<file path="config.mk">
export PLATFORM = sky130hd
export DESIGN_NAME = cache_lru_wb_flat
export DESIGN_NICKNAME = d
export VERILOG_FILES = /design/src/rtl/cache_lru_wb_if.sv /design/src/rtl/cache_lru_wb.sv /design/src/flat_wrapper.sv
export SDC_FILE = /design/constraint.sdc
export NUM_CORES = 1
export LEC_CHECK = 0
export ABC_CLOCK_PERIOD_IN_PS = 9110
export CAP_MARGIN = 10
export CORE_MARGIN = 2
export CORE_UTILIZATION = 65
export DETAILED_ROUTE_END_ITERATION = 16
export GPL_TIMING_DRIVEN = 0
export PLACE_DENSITY = 0.86
export SYNTH_ARGS = -nofsm -noshare
export SYNTH_HDL_FRONTEND = slang
export SYNTH_SLANG_ARGS = --single-unit
</file>
<file path="constraint.sdc">
create_clock -name clock -period 9.11 [get_ports clock]
set_input_delay 1.822 -clock clock [delete_from_list [all_inputs] [get_ports clock]]
set_output_delay 1.822 -clock clock [all_outputs]
set_load 0.005 [all_outputs]
</file>
<file path="src/rtl/cache_lru_wb_if.sv">
// Requester and backing-RAM signal bundle for cache_lru_wb.
// slave is the cache side, master is the requester/RAM side.
interface cache_lru_wb_if #(
  parameter int ADDR_W = 5,
  parameter int DATA_W = 8
);
  logic              req;
  logic              wren;
  logic [ADDR_W-1:0] address;
  logic [DATA_W-1:0] data;
  logic              flush;
  logic              ready;
  logic              valid;
  logic              hit;
  logic [DATA_W-1:0] q;
  logic              flush_done;
  logic [ADDR_W-1:0] mem_address;
  logic [DATA_W-1:0] mem_data;
  logic              mem_wren;
  logic [DATA_W-1:0] mem_q;

  modport slave (
    input  req, wren, address, data, flush, mem_q,
    output ready, valid, hit, q, flush_done,
    output mem_address, mem_data, mem_wren
  );

  modport master (
    output req, wren, address, data, flush, mem_q,
    input  ready, valid, hit, q, flush_done,
    input  mem_address, mem_data, mem_wren
  );
endinterface

</file>
<file path="src/rtl/cache_lru_wb.sv">
// Fully-associative write-back cache, true-LRU by per-way age,
// with flush of all dirty lines to a synchronous-read backing RAM.
module cache_lru_wb #(
  parameter int ADDR_W  = 5,
  parameter int DATA_W  = 8,
  parameter int WAYS    = 4,
  parameter int MEM_LAT = 2
) (
  input logic           clock,
  input logic           resetn,
  cache_lru_wb_if.slave bus
);
  localparam int AW = $clog2(WAYS);
  localparam int CW = $clog2(MEM_LAT + 1);

  typedef logic [WAYS-1:0][AW-1:0] age_t;
  typedef enum logic [1:0] {
    IDLE, WB, FILL, FLUSH
  } state_t;

  state_t                      state;
  logic [WAYS-1:0]             lv;
  logic [WAYS-1:0]             ld;
  logic [WAYS-1:0][ADDR_W-1:0] tag;
  logic [WAYS-1:0][DATA_W-1:0] dat;
  age_t                        age;

  logic [ADDR_W-1:0] r_addr;
  logic [DATA_W-1:0] r_data;
  logic              r_wren;
  logic [AW-1:0]     vic;
  logic [CW-1:0]     cnt;
  logic [AW:0]       fcnt;

  logic              valid_r;
  logic              hit_r;
  logic [DATA_W-1:0] q_r;
  logic              fdone_r;
  logic [ADDR_W-1:0] maddr_r;
  logic [DATA_W-1:0] mdata_r;
  logic              mwren_r;

  logic          hit_any;
  logic          inv_any;
  logic          vdirty;
  logic [AW-1:0] hway;
  logic [AW-1:0] iway;
  logic [AW-1:0] oway;
  logic [AW-1:0] vway;

  assign bus.ready       = (state == IDLE);
  assign bus.valid       = valid_r;
  assign bus.hit         = hit_r;
  assign bus.q           = q_r;
  assign bus.flush_done  = fdone_r;
  assign bus.mem_address = maddr_r;
  assign bus.mem_data    = mdata_r;
  assign bus.mem_wren    = mwren_r;

  // Younger-than-w ways age by one; w becomes the most recent.
  function automatic age_t touch(
    input age_t          a,
    input logic [AW-1:0] w
  );
    age_t r;
    r = a;
    for (int j = 0; j < WAYS; j++)
      if (a[j] < a[w]) r[j] = a[j] + 1'b1;
    r[w] = '0;
    return r;
  endfunction

  always_comb begin
    hit_any = 1'b0;
    hway    = '0;
    inv_any = 1'b0;
    iway    = '0;
    oway    = '0;
    for (int j = 0; j < WAYS; j++) begin
      if (lv[j] && tag[j] == bus.address) begin
        hit_any = 1'b1;
        hway    = AW'(j);
      end
      if (age[j] == AW'(WAYS - 1)) oway = AW'(j);
    end
    for (int j = WAYS - 1; j >= 0; j--) begin
      if (!lv[j]) begin
        inv_any = 1'b1;
        iway    = AW'(j);
      end
    end
    vway   = inv_any ? iway : oway;
    vdirty = lv[vway] & ld[vway];
  end

  always_ff @(posedge clock or negedge resetn) begin
    if (!resetn) begin
      state   <= IDLE;
      lv      <= '0;
      ld      <= '0;
      tag     <= '0;
      dat     <= '0;
      for (int i = 0; i < WAYS; i++)
        age[i] <= AW'(i);
      r_addr  <= '0;
      r_data  <= '0;
      r_wren  <= 1'b0;
      vic     <= '0;
      cnt     <= '0;
      fcnt    <= '0;
      valid_r <= 1'b0;
      hit_r   <= 1'b0;
      q_r     <= '0;
      fdone_r <= 1'b0;
      maddr_r <= '0;
      mdata_r <= '0;
      mwren_r <= 1'b0;
    end else begin
      valid_r <= 1'b0;
      fdone_r <= 1'b0;
      mwren_r <= 1'b0;
      unique case (state)
        IDLE: begin
          if (bus.flush) begin
            state <= FLUSH;
            fcnt  <= 1;
            if (lv[0] && ld[0]) begin
              mwren_r <= 1'b1;
              maddr_r <= tag[0];
              mdata_r <= dat[0];
              ld[0]   <= 1'b0;
            end
          end else if (bus.req) begin
            r_addr <= bus.address;
            r_data <= bus.data;
            r_wren <= bus.wren;
            if (hit_any) begin
              valid_r <= 1'b1;
              hit_r   <= 1'b1;
              age     <= touch(age, hway);
              if (bus.wren) begin
                dat[hway] <= bus.data;
                ld[hway]  <= 1'b1;
                q_r       <= bus.data;
              end else begin
                q_r <= dat[hway];
              end
            end else begin
              vic <= vway;
              if (vdirty) begin
                state    <= WB;
                mwren_r  <= 1'b1;
                maddr_r  <= tag[vway];
                mdata_r  <= dat[vway];
                ld[vway] <= 1'b0;
              end else if (bus.wren) begin
                lv[vway]  <= 1'b1;
                ld[vway]  <= 1'b1;
                tag[vway] <= bus.address;
                dat[vway] <= bus.data;
                age       <= touch(age, vway);
                valid_r   <= 1'b1;
                hit_r     <= 1'b0;
                q_r       <= bus.data;
              end else begin
                state   <= FILL;
                maddr_r <= bus.address;
                cnt     <= '0;
              end
            end
          end
        end
        WB: begin
          if (r_wren) begin
            state    <= IDLE;
            lv[vic]  <= 1'b1;
            ld[vic]  <= 1'b1;
            tag[vic] <= r_addr;
            dat[vic] <= r_data;
            age      <= touch(age, vic);
            valid_r  <= 1'b1;
            hit_r    <= 1'b0;
            q_r      <= r_data;
          end else begin
            state   <= FILL;
            maddr_r <= r_addr;
            cnt     <= '0;
          end
        end
        FILL: begin
          if (cnt == CW'(MEM_LAT)) begin
            state    <= IDLE;
            lv[vic]  <= 1'b1;
            ld[vic]  <= 1'b0;
            tag[vic] <= r_addr;
            dat[vic] <= bus.mem_q;
            age      <= touch(age, vic);
            valid_r  <= 1'b1;
            hit_r    <= 1'b0;
            q_r      <= bus.mem_q;
          end else begin
            cnt <= cnt + 1'b1;
          end
        end
        FLUSH: begin
          if (fcnt == (AW+1)'(WAYS)) begin
            state   <= IDLE;
            fdone_r <= 1'b1;
          end else begin
            fcnt <= fcnt + 1'b1;
            if (lv[fcnt[AW-1:0]] && ld[fcnt[AW-1:0]]) begin
              mwren_r            <= 1'b1;
              maddr_r            <= tag[fcnt[AW-1:0]];
              mdata_r            <= dat[fcnt[AW-1:0]];
              ld[fcnt[AW-1:0]]   <= 1'b0;
            end
          end
        end
        default: state <= IDLE;
      endcase
    end
  end
endmodule

</file>
<file path="src/flat_wrapper.sv">
// flat-port wrapper written by rule: the top's interface ports become plain ports
module cache_lru_wb_flat 
#(
  parameter int ADDR_W  = 5,
  parameter int DATA_W  = 8,
  parameter int WAYS    = 4,
  parameter int MEM_LAT = 2
)
  (clock, resetn, bus_req, bus_wren, bus_address, bus_data, bus_flush, bus_mem_q, bus_ready, bus_valid, bus_hit, bus_q, bus_flush_done, bus_mem_address, bus_mem_data, bus_mem_wren);
  cache_lru_wb_if #(.ADDR_W(ADDR_W), .DATA_W(DATA_W)) bus_i ();
  input logic clock;
  input logic resetn;
  input wire logic [$bits(bus_i.req)-1:0] bus_req;
  input wire logic [$bits(bus_i.wren)-1:0] bus_wren;
  input wire logic [$bits(bus_i.address)-1:0] bus_address;
  input wire logic [$bits(bus_i.data)-1:0] bus_data;
  input wire logic [$bits(bus_i.flush)-1:0] bus_flush;
  input wire logic [$bits(bus_i.mem_q)-1:0] bus_mem_q;
  output wire logic [$bits(bus_i.ready)-1:0] bus_ready;
  output wire logic [$bits(bus_i.valid)-1:0] bus_valid;
  output wire logic [$bits(bus_i.hit)-1:0] bus_hit;
  output wire logic [$bits(bus_i.q)-1:0] bus_q;
  output wire logic [$bits(bus_i.flush_done)-1:0] bus_flush_done;
  output wire logic [$bits(bus_i.mem_address)-1:0] bus_mem_address;
  output wire logic [$bits(bus_i.mem_data)-1:0] bus_mem_data;
  output wire logic [$bits(bus_i.mem_wren)-1:0] bus_mem_wren;
  assign bus_i.req = bus_req;
  assign bus_i.wren = bus_wren;
  assign bus_i.address = bus_address;
  assign bus_i.data = bus_data;
  assign bus_i.flush = bus_flush;
  assign bus_i.mem_q = bus_mem_q;
  assign bus_ready = bus_i.ready;
  assign bus_valid = bus_i.valid;
  assign bus_hit = bus_i.hit;
  assign bus_q = bus_i.q;
  assign bus_flush_done = bus_i.flush_done;
  assign bus_mem_address = bus_i.mem_address;
  assign bus_mem_data = bus_i.mem_data;
  assign bus_mem_wren = bus_i.mem_wren;
  cache_lru_wb #(.ADDR_W(ADDR_W), .DATA_W(DATA_W), .WAYS(WAYS), .MEM_LAT(MEM_LAT)) u_core (.clock(clock), .resetn(resetn), .bus(bus_i));
endmodule
</file>
Word-level counts from Yosys, hierarchy flattened
Index checks and enable logic that the tools add are counted.
{ "totals": {"ff_bits": 116, "input_bits": 26, "out_inout_bits": 26, "wordCells": 399} }
{ "op_classes": {"addsub": 6, "n_lt_le_gt_ge": 20, "eq_ne": 37, "n_mux": 260, "bitwise": 21, "reduce_logical": 26} }
{ "ops": {"columns": ["cell", "count"], "rows": [
  ["32-bit 2-to-1 mux", 8],
  ["8-bit 2-to-1 mux", 28],
  ["2-bit 2-to-1 mux", 98],
  ["20-bit 2-to-1 mux", 7],
  ["32-bit bitwise mux", 4],
  ["32-bit one-hot mux with 3 select lines", 1],
  ["5-bit 2-to-1 mux", 13],
  ["4-bit 2-to-1 mux", 16],
  ["20-bit one-hot mux with 3 select lines", 1],
  ["8-bit binary-select mux with 2-bit select", 3],
  ["8-bit demux with 2-bit select", 3],
  ["8-bit one-hot mux with 3 select lines", 2],
  ["8-bit AND reduction", 6],
  ["1-bit 2-to-1 mux", 43],
  ["20-bit bitwise mux", 2],
  ["8-bit AND", 4],
  ["2-bit < comparator", 12],
  ["8-bit inverter", 3],
  ["5-bit binary-select mux with 2-bit select", 2],
  ["5-bit demux with 2-bit select", 2],
  ["5-bit equality test", 4],
  ["2-bit inequality test, second input constant", 10],
  ["4-bit OR", 5],
  ["4-bit one-hot mux with 4 select lines", 1],
  ["other kinds (37)", 92]
]} }

Longest topological paths before layout
Gate-level depths: netlist of run 1.
{ "depth": {"word_depth": 22, "mapped_depth": 14, "ltp_nobuf": 13} }

Least setup slack after synthesis of run 1
Ideal clock, no wire load.
{ "synth_path": {"path_kind": "in2reg", "startpoint": "in bus_address[1]", "endpoint": "reg u_core.age[6] (netlist bit)", "setup_ps": 98, "arrival_time_ps": 3785, "required_time_ps": 9012, "slack_ps": 5227, "cell_stages": 10, "n_path_buf": 3, "cell_sequence": "buf_4 xor2_2 nor4_4 and3_1 buf_6 nor3_4 a31o_1 buf_6 or3_1 o311ai_1"} }
{ "synth_via": {"elab_chain_len": 18, "elab_cells_between_ends": 37, "classes_between": "3 x order compare; 6 x eq/ne; 20 x mux; 2 x bitwise; 6 x reduce/logical"} }
{ "synth_lines": {"columns": ["item", "line_no", "rtl"], "rows": [
  ["start, declared", "flat_wrapper.sv:15", "input wire logic [$bits(bus_i.address)-1:0] bus_address;"],
  ["5-bit equality test", "cache_lru_wb.sv:80", "if (lv[j] && tag[j] == bus.address) begin"],
  ["1-bit logical AND", "cache_lru_wb.sv:80", null],
  ["1-bit 2-to-1 mux", "cache_lru_wb.sv:80", null],
  ["2-bit 2-to-1 mux (2 in series)", "cache_lru_wb.sv:80", null],
  ["2-bit binary-select mux with 2-bit select", "cache_lru_wb.sv:68", "if (a[j] < a[w]) r[j] = a[j] + 1'b1;"],
  ["2-bit 2-to-1 mux (implied by the code)", "cache_lru_wb.sv:68", null],
  ["2-bit < comparator", "cache_lru_wb.sv:68", null],
  ["2-bit 2-to-1 mux", "cache_lru_wb.sv:68", null],
  ["2-bit 2-to-1 mux", "cache_lru_wb.sv:137", "if (hit_any) begin"],
  ["2-bit 2-to-1 mux", "cache_lru_wb.sv:133", "end else if (bus.req) begin"],
  ["2-bit 2-to-1 mux", "cache_lru_wb.sv:124", "if (bus.flush) begin"],
  ["2-bit 2-to-1 mux", "cache_lru_wb.sv:122", "unique case (state)"],
  ["8-bit AND (no line)", null, null],
  ["8-bit 2-to-1 mux", "cache_lru_wb.sv:137", null],
  ["8-bit 2-to-1 mux", "cache_lru_wb.sv:133", null],
  ["8-bit 2-to-1 mux", "cache_lru_wb.sv:124", null],
  ["8-bit one-hot mux with 3 select lines", "cache_lru_wb.sv:122", null],
  ["end signal, assigned", "cache_lru_wb.sv:140", "age <= touch(age, hway);"],
  ["end signal, assigned", "cache_lru_wb.sv:161", "age <= touch(age, vway);"],
  ["end signal, assigned", "cache_lru_wb.sv:180", "age <= touch(age, vic);"],
  ["end, declared", "cache_lru_wb.sv:26", "age_t age;"]
]} }
Several ways; a longest one is shown, not always the timed one. The select of a mux whose other input is x is not followed.
A chain may end at the register's enable or synchronous reset.

Final worst setup path of run 1
{ "layout_path": {"startpoint": "reg u_core.age[7] (netlist bit)", "endpoint": "reg u_core.age[1] (netlist bit)"} }
{ "layout_via": {"elab_chain_len": 20, "elab_cells_between_ends": 54, "classes_between": "5 x order compare; 2 x eq/ne; 39 x mux; 6 x bitwise; 2 x reduce/logical"} }
{ "layout_lines": {"columns": ["item", "line_no", "rtl"], "rows": [
  ["start signal, assigned by index", "cache_lru_wb.sv:104", "age[i] <= AW'(i);"],
  ["start signal, assigned", "cache_lru_wb.sv:140", null],
  ["start signal, assigned", "cache_lru_wb.sv:161", null],
  ["2-bit equality test", "cache_lru_wb.sv:84", "if (age[j] == AW'(WAYS - 1)) oway = AW'(j);"],
  ["2-bit 2-to-1 mux", "cache_lru_wb.sv:84", null],
  ["2-bit 2-to-1 mux", "cache_lru_wb.sv:92", "vway = inv_any ? iway : oway;"],
  ["2-bit binary-select mux with 2-bit select", "cache_lru_wb.sv:68", null],
  ["2-bit 2-to-1 mux (implied by the code)", "cache_lru_wb.sv:68", null],
  ["2-bit < comparator", "cache_lru_wb.sv:68", null],
  ["2-bit 2-to-1 mux", "cache_lru_wb.sv:68", null],
  ["2-bit 2-to-1 mux", "cache_lru_wb.sv:156", "end else if (bus.wren) begin"],
  ["[... 4 more ...]", null, null],
  ["2-bit 2-to-1 mux", "cache_lru_wb.sv:122", null],
  ["8-bit AND (no line)", null, null],
  ["8-bit 2-to-1 mux", "cache_lru_wb.sv:156", null],
  ["8-bit 2-to-1 mux", "cache_lru_wb.sv:150", "if (vdirty) begin"],
  ["8-bit 2-to-1 mux", "cache_lru_wb.sv:137", null],
  ["8-bit 2-to-1 mux", "cache_lru_wb.sv:133", null],
  ["8-bit 2-to-1 mux", "cache_lru_wb.sv:124", null],
  ["8-bit one-hot mux with 3 select lines", "cache_lru_wb.sv:122", null]
]} }
Several ways; a longest one is shown, not always the timed one. The select of a mux whose other input is x is not followed.

==> results of run 1 <==
## flip-flops by register name, summed over array words and instances (netlist names), named ones only
register,cells
u_core.bus.mem_wren,1
u_core.bus.valid,1
u_core.tag,20
u_core.cnt,2
u_core.dat,32
u_core.lv,4
u_core.fcnt,3
u_core.bus.hit,1
u_core.bus.q,8
u_core.vic,2
u_core.age,8
u_core.bus.mem_data,8
u_core.r_addr,5
u_core.state,2
u_core.r_wren,1
u_core.bus.mem_address,5
u_core.bus.flush_done,1
u_core.ld,1
u_core.r_data,8
## cells in the mapped netlist (20+ instances only)
master | count | area (sq um)
a21oi_1 | 65 | 325
a22o_1 | 21 | 184
clkbuf_1 | 46 | 173
dfrtp_1 | 112 | 2800
ha_1 | 20 | 250
inv_1 | 22 | 82.6
mux2_1 | 21 | 236
mux2_2 | 25 | 282
mux4_2 | 21 | 473
nand2_1 | 110 | 413
nand3_1 | 22 | 110
nor2_1 | 89 | 334
o21ai_0 | 58 | 290
o22ai_1 | 48 | 300
## power groups by stage
stage | sequential (mW) | clock, mW | combinational [mW]
2_1_floorplan | 0.954 | 0 | 2.13
3_3_place_gp | 1.03 | 0 | 2.86
3_5_place_dp | 1.04 | 0 | 2.92
4_1_cts | 1.03 | 0.694 | 2.96
5_1_grt | 1.08 | 0.719 | 3.27
6_report | 1.05 | 0.698 | 3.06
## placed cells by master, fill, tap and decap left out, drive strengths merged, types with 15 or more instances in the layout
| master | synthesis | routed |
|---|---|---|
| nand2 | 113 | 113 |
| dfrtp | 112 | 112 |
| nor2 | 93 | 93 |
| a21oi | 68 | 68 |
| clkbuf | 46 | 64 |
| o21ai | 63 | 63 |
| mux2 | 54 | 54 |
| o22ai | 49 | 49 |
| clkdlybuf4s50 | 0 | 44 |
| buf | 26 | 28 |
| inv | 23 | 25 |
| nand3 | 23 | 23 |
| mux4 | 21 | 21 |
| a22o | 21 | 21 |
| ha | 20 | 20 |
| a221oi | 20 | 20 |
| a22oi | 19 | 19 |
| a31oi | 17 | 17 |
| xnor2 | 16 | 16 |
| a311oi | 15 | 15 |
## final cells by class
class / instances / area [sq um] / area share [%]
plain buffers: 72 / 334 / 3.28
clock buffers: 18 / 439 / 4.31
clock inverters: 13 / 158 / 1.55
inverters: 24 / 90.1 / 0.884
multi-input cells: 778 / 5560 / 54.6
flip-flops and latches: 116 / 2910 / 28.5
well taps: 176 / 220 / 2.16
repair buffers: 46 / 479 / 4.70
## worst max-delay path by stage
stage / start / to / cells past startpoint
6_report: u_core.age[7] / u_core.age[1] / 12
2_1_floorplan: bus_address[1] / u_core.age[6] / 10
3_3_place_gp: resetn / u_core.bus.mem_data[5] / 1
3_5_place_dp: bus_address[1] / u_core.dat[1] / 10
4_1_cts: u_core.age[7] / u_core.age[1] / 12
5_1_grt: u_core.age[3] / u_core.age[1] / 12
## cells by family (layout without fill, tap and decap cells)
family | count (synthesis) | in the layout
AO/OA/AOI/OAI | 351 | 351
buffers and inverters | 96 | 173
adder cells (fa/ha/maj) | 23 | 23
multiplexers | 88 | 88
flip-flops | 116 | 116
AND/OR/NAND/NOR | 296 | 296
XOR/XNOR | 20 | 20
## per-layer routing
layer	track usage (%)	part of all wire (%)
met1	59.4	39
met2	60.3	43
met3	13.9	15
met4	16.0	3.1
met5	0	0
## worst max-delay path, stage by stage (launching register included)
cell      delay [ps]
dfstp_2          560
ha_1             260
nand2b_1         170
o21ai_1          160
a21oi_2          530
clkbuf_1         500
mux4_2           380
inv_1            190
ha_1             270
or3_1            340
or4_1            430
a311o_1          320
o311ai_0         110
==> impl_metrics.toml, run 1 <==
[synthesis]
synth.cell_area_sq_um = 8900
synth_area_per_cell_sq_um = 8.99
synth_top_family_by_area = "compound AO/OA/AOI/OAI gates"
async_flop_share_pct = 100
synthCells = 990
synth_fp_nets = 1036
synthMuxAreaShare_pct = 14.0
synthFlopType = "dfrtp_1"
ys_warn_count = 0
synth_seq_cells = 116
synth-edff-count = 0
synth_seq_area_share_pct = 32.7
synthAdderAreaFrac_pct = 3.15
synth_xor_area_share_pct = 2.22
synth-compound-area-share_pct = 27.6
synth_cell_types = 89
synthSimpleGateAreaFrac_pct = 15.6

[timing]
clock_skew_ps = 8.14
fmax_ghz = 0.229
rsz0062_at_grt = "no"
tns_ps = 0
period_share_pct = 47.9
holdWs_ps = 498
slew_viol_final = 0
max-slew-margin-rel_pct = 16.8
finalHoldViolCount = 0
worst_slew_pin_slew_ps = 1240
fin_crit_ps = 4370
layout_setup_ws_ps = 4740
setup_viol = 0

[die]
die_w_um = 121
io_pins = 52
chipHeight_um = 121
initial_core_util_pct = 66.9
coreArea_sq_um = 13300
dieArea_sq_um = 14600
std_cell_rows = 42

[setup_path]
r2r_cells = 12
crit_fanout = 10
required_ps = 9420
endpoint_kind = "flop"
cp-start-kind = "flop"
path_class = "reg -> reg"
r2r_end = "u_core.age[1]"
reg2reg_setup_slack_ps = 4740
r2r_start = "u_core.age[7]"
arrival_ps = 4670

[worst_hold_path]
min_path_cells = 2
hold_end = "u_core.cnt[0]"
hp-start = "u_core.cnt[0]"
min-delay-path-class = "reg -> reg"

[place]
place_area_sq_um = 9600
placed_cells = 1212
globalplace.congestion = 0.972
dp_hpwl_mm = 21.9
dp_slack_ps = 4580
port_buffers = 45

[clock_tree]
h-tree-depth = 4
clockBufferDepth = 2
cts.sinks = 116
path_clk_slew_ps = 60
numCtsBuffers = 17
cts_resized = 0
insertion_delay_ps = 440
postCtsHoldBufs = 0
cts_setup_buffers = 0
cts_root_buf = "clkbuf_16"
cts_tree = "done"

[final_layout]
fin_nets = 1101
n_antenna_cell = 0
final_area_sq_um = 10200
area_growth_pct = 14.6
fin_cells = 1243
nFillCells = 935
drive_gt1_share_pct = 13.6
utilization_pct = 76.7

[power_and_ir_drop]
p_comb_share_pct = 63.6
p_leak_nw = 4.05
power_frac_clock_pct = 14.5
power.density_nw_per_um2 = 472
power_switching_share_pct = 49.7
power_mw = 4.81
power.switching_mw = 2.39
ir_drop_mv = 0.238
p_seq_share_pct = 21.9
p_int_mw = 2.42

[drt]
first_pass_iters = 6
via_per_inst = 7.17
vias = 8911
wl_mm = 30.5
ant_nets = 0
drc = 0
routedWlPerCell_um = 24.5
drt_iter0_markers = 1436

[grt]
track_usage_pct = 42.1
grt_pass1_wl_mm = 46.5
grt_pass1_vias = 8248
grt-ovfl-total = 0
grt_start_max_net_pins = 78
antenna_found_initial = 0

[run]
drv_cap = 0

[status]
status = "finished, final reports clean"
(Power assumes the default switching activity.)
==> run 2, diff against run 1 <==
- ABC_CLOCK_PERIOD_IN_PS: 9110 -> 4250
- CORE_UTILIZATION: 65 -> 61
- PLACE_DENSITY: 0.86 -> 0.81
- clock period: 9.11 -> 4.25 ns (I/O delays scaled with it)
==> run 2 against run 1 <==
- sequential share of layout area is 0.088 points higher
- flip-flop and latch count did not move
- combinational power rose by 110%
- clock skew shrank 0.86 ps
- die area increased by 6.3%
- highest routed layer unchanged
- clock-buffer cell count increased by 4
- clock power increased by 95%
==> impl_metrics.toml, run 2 (same netlist as run 1, synthesis figures left out) <==
[power_and_ir_drop]
ir_drop_mv = 0.456
power_frac_clock_pct = 13.4
power_switching_share_pct = 50.1
p_comb_share_pct = 64.4
p_seq_share_pct = 22.2
p_leak_nw = 4.02
power.switching_mw = 5.11
p_int_mw = 5.08
power.density_nw_per_um2 = 1000

[grt]
grt_pass1_wl_mm = 47.2
track_usage_pct = 39.2
grt-ovfl-total = 0
grt_start_max_net_pins = 77
antenna_found_initial = 0
grt_pass1_vias = 8258

[place]
dp_hpwl_mm = 21.8
port_buffers = 45
globalplace.congestion = 0.975
placed_cells = 1220

[setup_path]
path_class = "reg -> reg"
crit_fanout = 10
path_cells = "ha_1 -> and4bb_1 -> buf_2 -> nor3_2 -> buf_4 -> mux4_2 -> inv_1 -> ha_1 -> or3_1 -> or4_1 -> a311o_1 -> o311ai_0"
timing.critical_path.mode_cell = "ha_1"
max_stage_delay_ps = 580
cp_slowest_cell = "dfstp_2"
endpoint_kind = "flop"
cp-start-kind = "flop"
arrival_ps = 4330
required_ps = 4560

[final_layout]
final_common_cell = "dfrtp_1"
fin_nets = 1100
nFillCells = 1125
n_antenna_cell = 0
largestRegisters = "u_core.dat (32), u_core.tag (20)"
utilization_pct = 70.7
multi_input_area_sq_um = 5580
drive_gt1_share_pct = 13.5
area_growth_pct = 14.2
final_cell_mix = "112 x dfrtp_1, 110 x nand2_1, 89 x nor2_1"
largest_reg_flops = 32
regMostFlops = "u_core.dat"
regArea_sq_um = 2910
fin_cells = 1250

[clock_tree]
numCtsBuffers = 17
path_clk_slew_ps = 60
h-tree-depth = 4
cts_setup_buffers = 0
cts_tree = "done"
postCtsHoldBufs = 0
cts_root_buf = "clkbuf_16"
cts.sinks = 116
insertion_delay_ps = 430
clockBufferDepth = 2

[die]
initial_core_util_pct = 61.9
dieArea_sq_um = 15600
io_pins = 52
die_w_um = 125
chipHeight_um = 125
coreArea_sq_um = 14400
std_cell_rows = 44

[timing]
worst_slew_pin_slew_ps = 1360
tns_ps = 0
clock_skew_ps = 7.28
fmax_ghz = 0.248
period_share_pct = 94.8
rsz0062_at_grt = "no"
slew_viol_final = 0
holdWs_ps = 336
max-slew-margin-rel_pct = 8.64
setup_viol = 0
fin_crit_ps = 4030
finalHoldViolCount = 0

[drt]
first_pass_iters = 6
ant_nets = 0
via_per_inst = 7.12
drt_iter0_markers = 1383
vias = 8903
wl_mm = 30.4
routedWlPerCell_um = 24.3
drc = 0

[status]
status = "finished, final reports clean"

[worst_hold_path]
min-delay-path-class = "in -> async"

[run]
drv_cap = 0
## run 2: changes by cell type in the layout (fill, tap and decap cells not counted), moves of 2 or more
cell / delta
bufinv_16: -2
clkbuf_1: +2
clkinvlp_4: +2
inv_6: -2
## run 2: per-stage QoR
step	power (mW)	worst slack, ps	instance area [sq um]
2_1_floorplan	6.62	654	8900
3_3_place_gp	8.38	-2290	9580
4_1_cts	9.93	52.6	10200
6_report	10.2	222	10200
5_1_grt	10.7	45.4	10200
3_5_place_dp	8.50	-48.1	9610
## run 2: critical path, delay by kind of cell, from the launching register on
kind            cells  cell delay (ps)
buf+inv             3              630
fa+ha+maj           2              560
simple gates        4             1180
compound gates      2              420
mux                 1              520
flops               1              580
## run 2: repair_timing
| action | in CTS | in global routing |
|---|---|---|
| pin swaps | 0 | 0 |
| setup endpoints to repair | 1 | 9 |
| resized for setup | 1 | 3 |
## run 2: routing by layer
metal | wire (um) | track usage, %
met4 | 1070 | 15.0
met1 | 12300 | 56.3
met3 | 4470 | 12.5
met5 | 0 | 0
met2 | 12600 | 55.1
## run 2: path summary, 6_finish.rpt
| kind | from | to | slack [ps] | cells past startpoint |
|---|---|---|---|---|
| setup reg to reg | u_core.age[7] | u_core.age[1] | 220 | 12 |
| hold / removal | resetn | u_core.age[3] | 340 | 1 |
| max in group asynchronous | resetn | u_core.bus.mem_data[5] | 3200 | 2 |
| min in group clock | u_core.bus.q[0] | u_core.bus.q[0] | 500 | 2 |
| hold reg to reg | u_core.bus.q[0] | u_core.bus.q[0] | 500 | 2 |
| setup / recovery | u_core.age[7] | u_core.age[1] | 220 | 12 |
## run 2: layout make-up
| cell class | count | share of cell area [%] |
|---|---|---|
| Multi-Input combinational cell | 778 | 54.9 |
| Sequential cell | 116 | 28.6 |
| Timing Repair Buffer | 46 | 4.72 |
| Clock buffer | 22 | 4.57 |
| Buffer | 71 | 3.26 |
| Tap cell | 184 | 2.27 |
| Inverter | 24 | 0.887 |
| Clock inverter | 9 | 0.800 |
## run 2: power groups by stage
stage	clock network [mW]	logic, mW	registers (mW)
6_report	1.36	6.56	2.26
4_1_cts	1.36	6.35	2.22
3_3_place_gp	0	6.18	2.20
2_1_floorplan	0	4.57	2.05
3_5_place_dp	0	6.28	2.22
5_1_grt	1.41	7.02	2.31
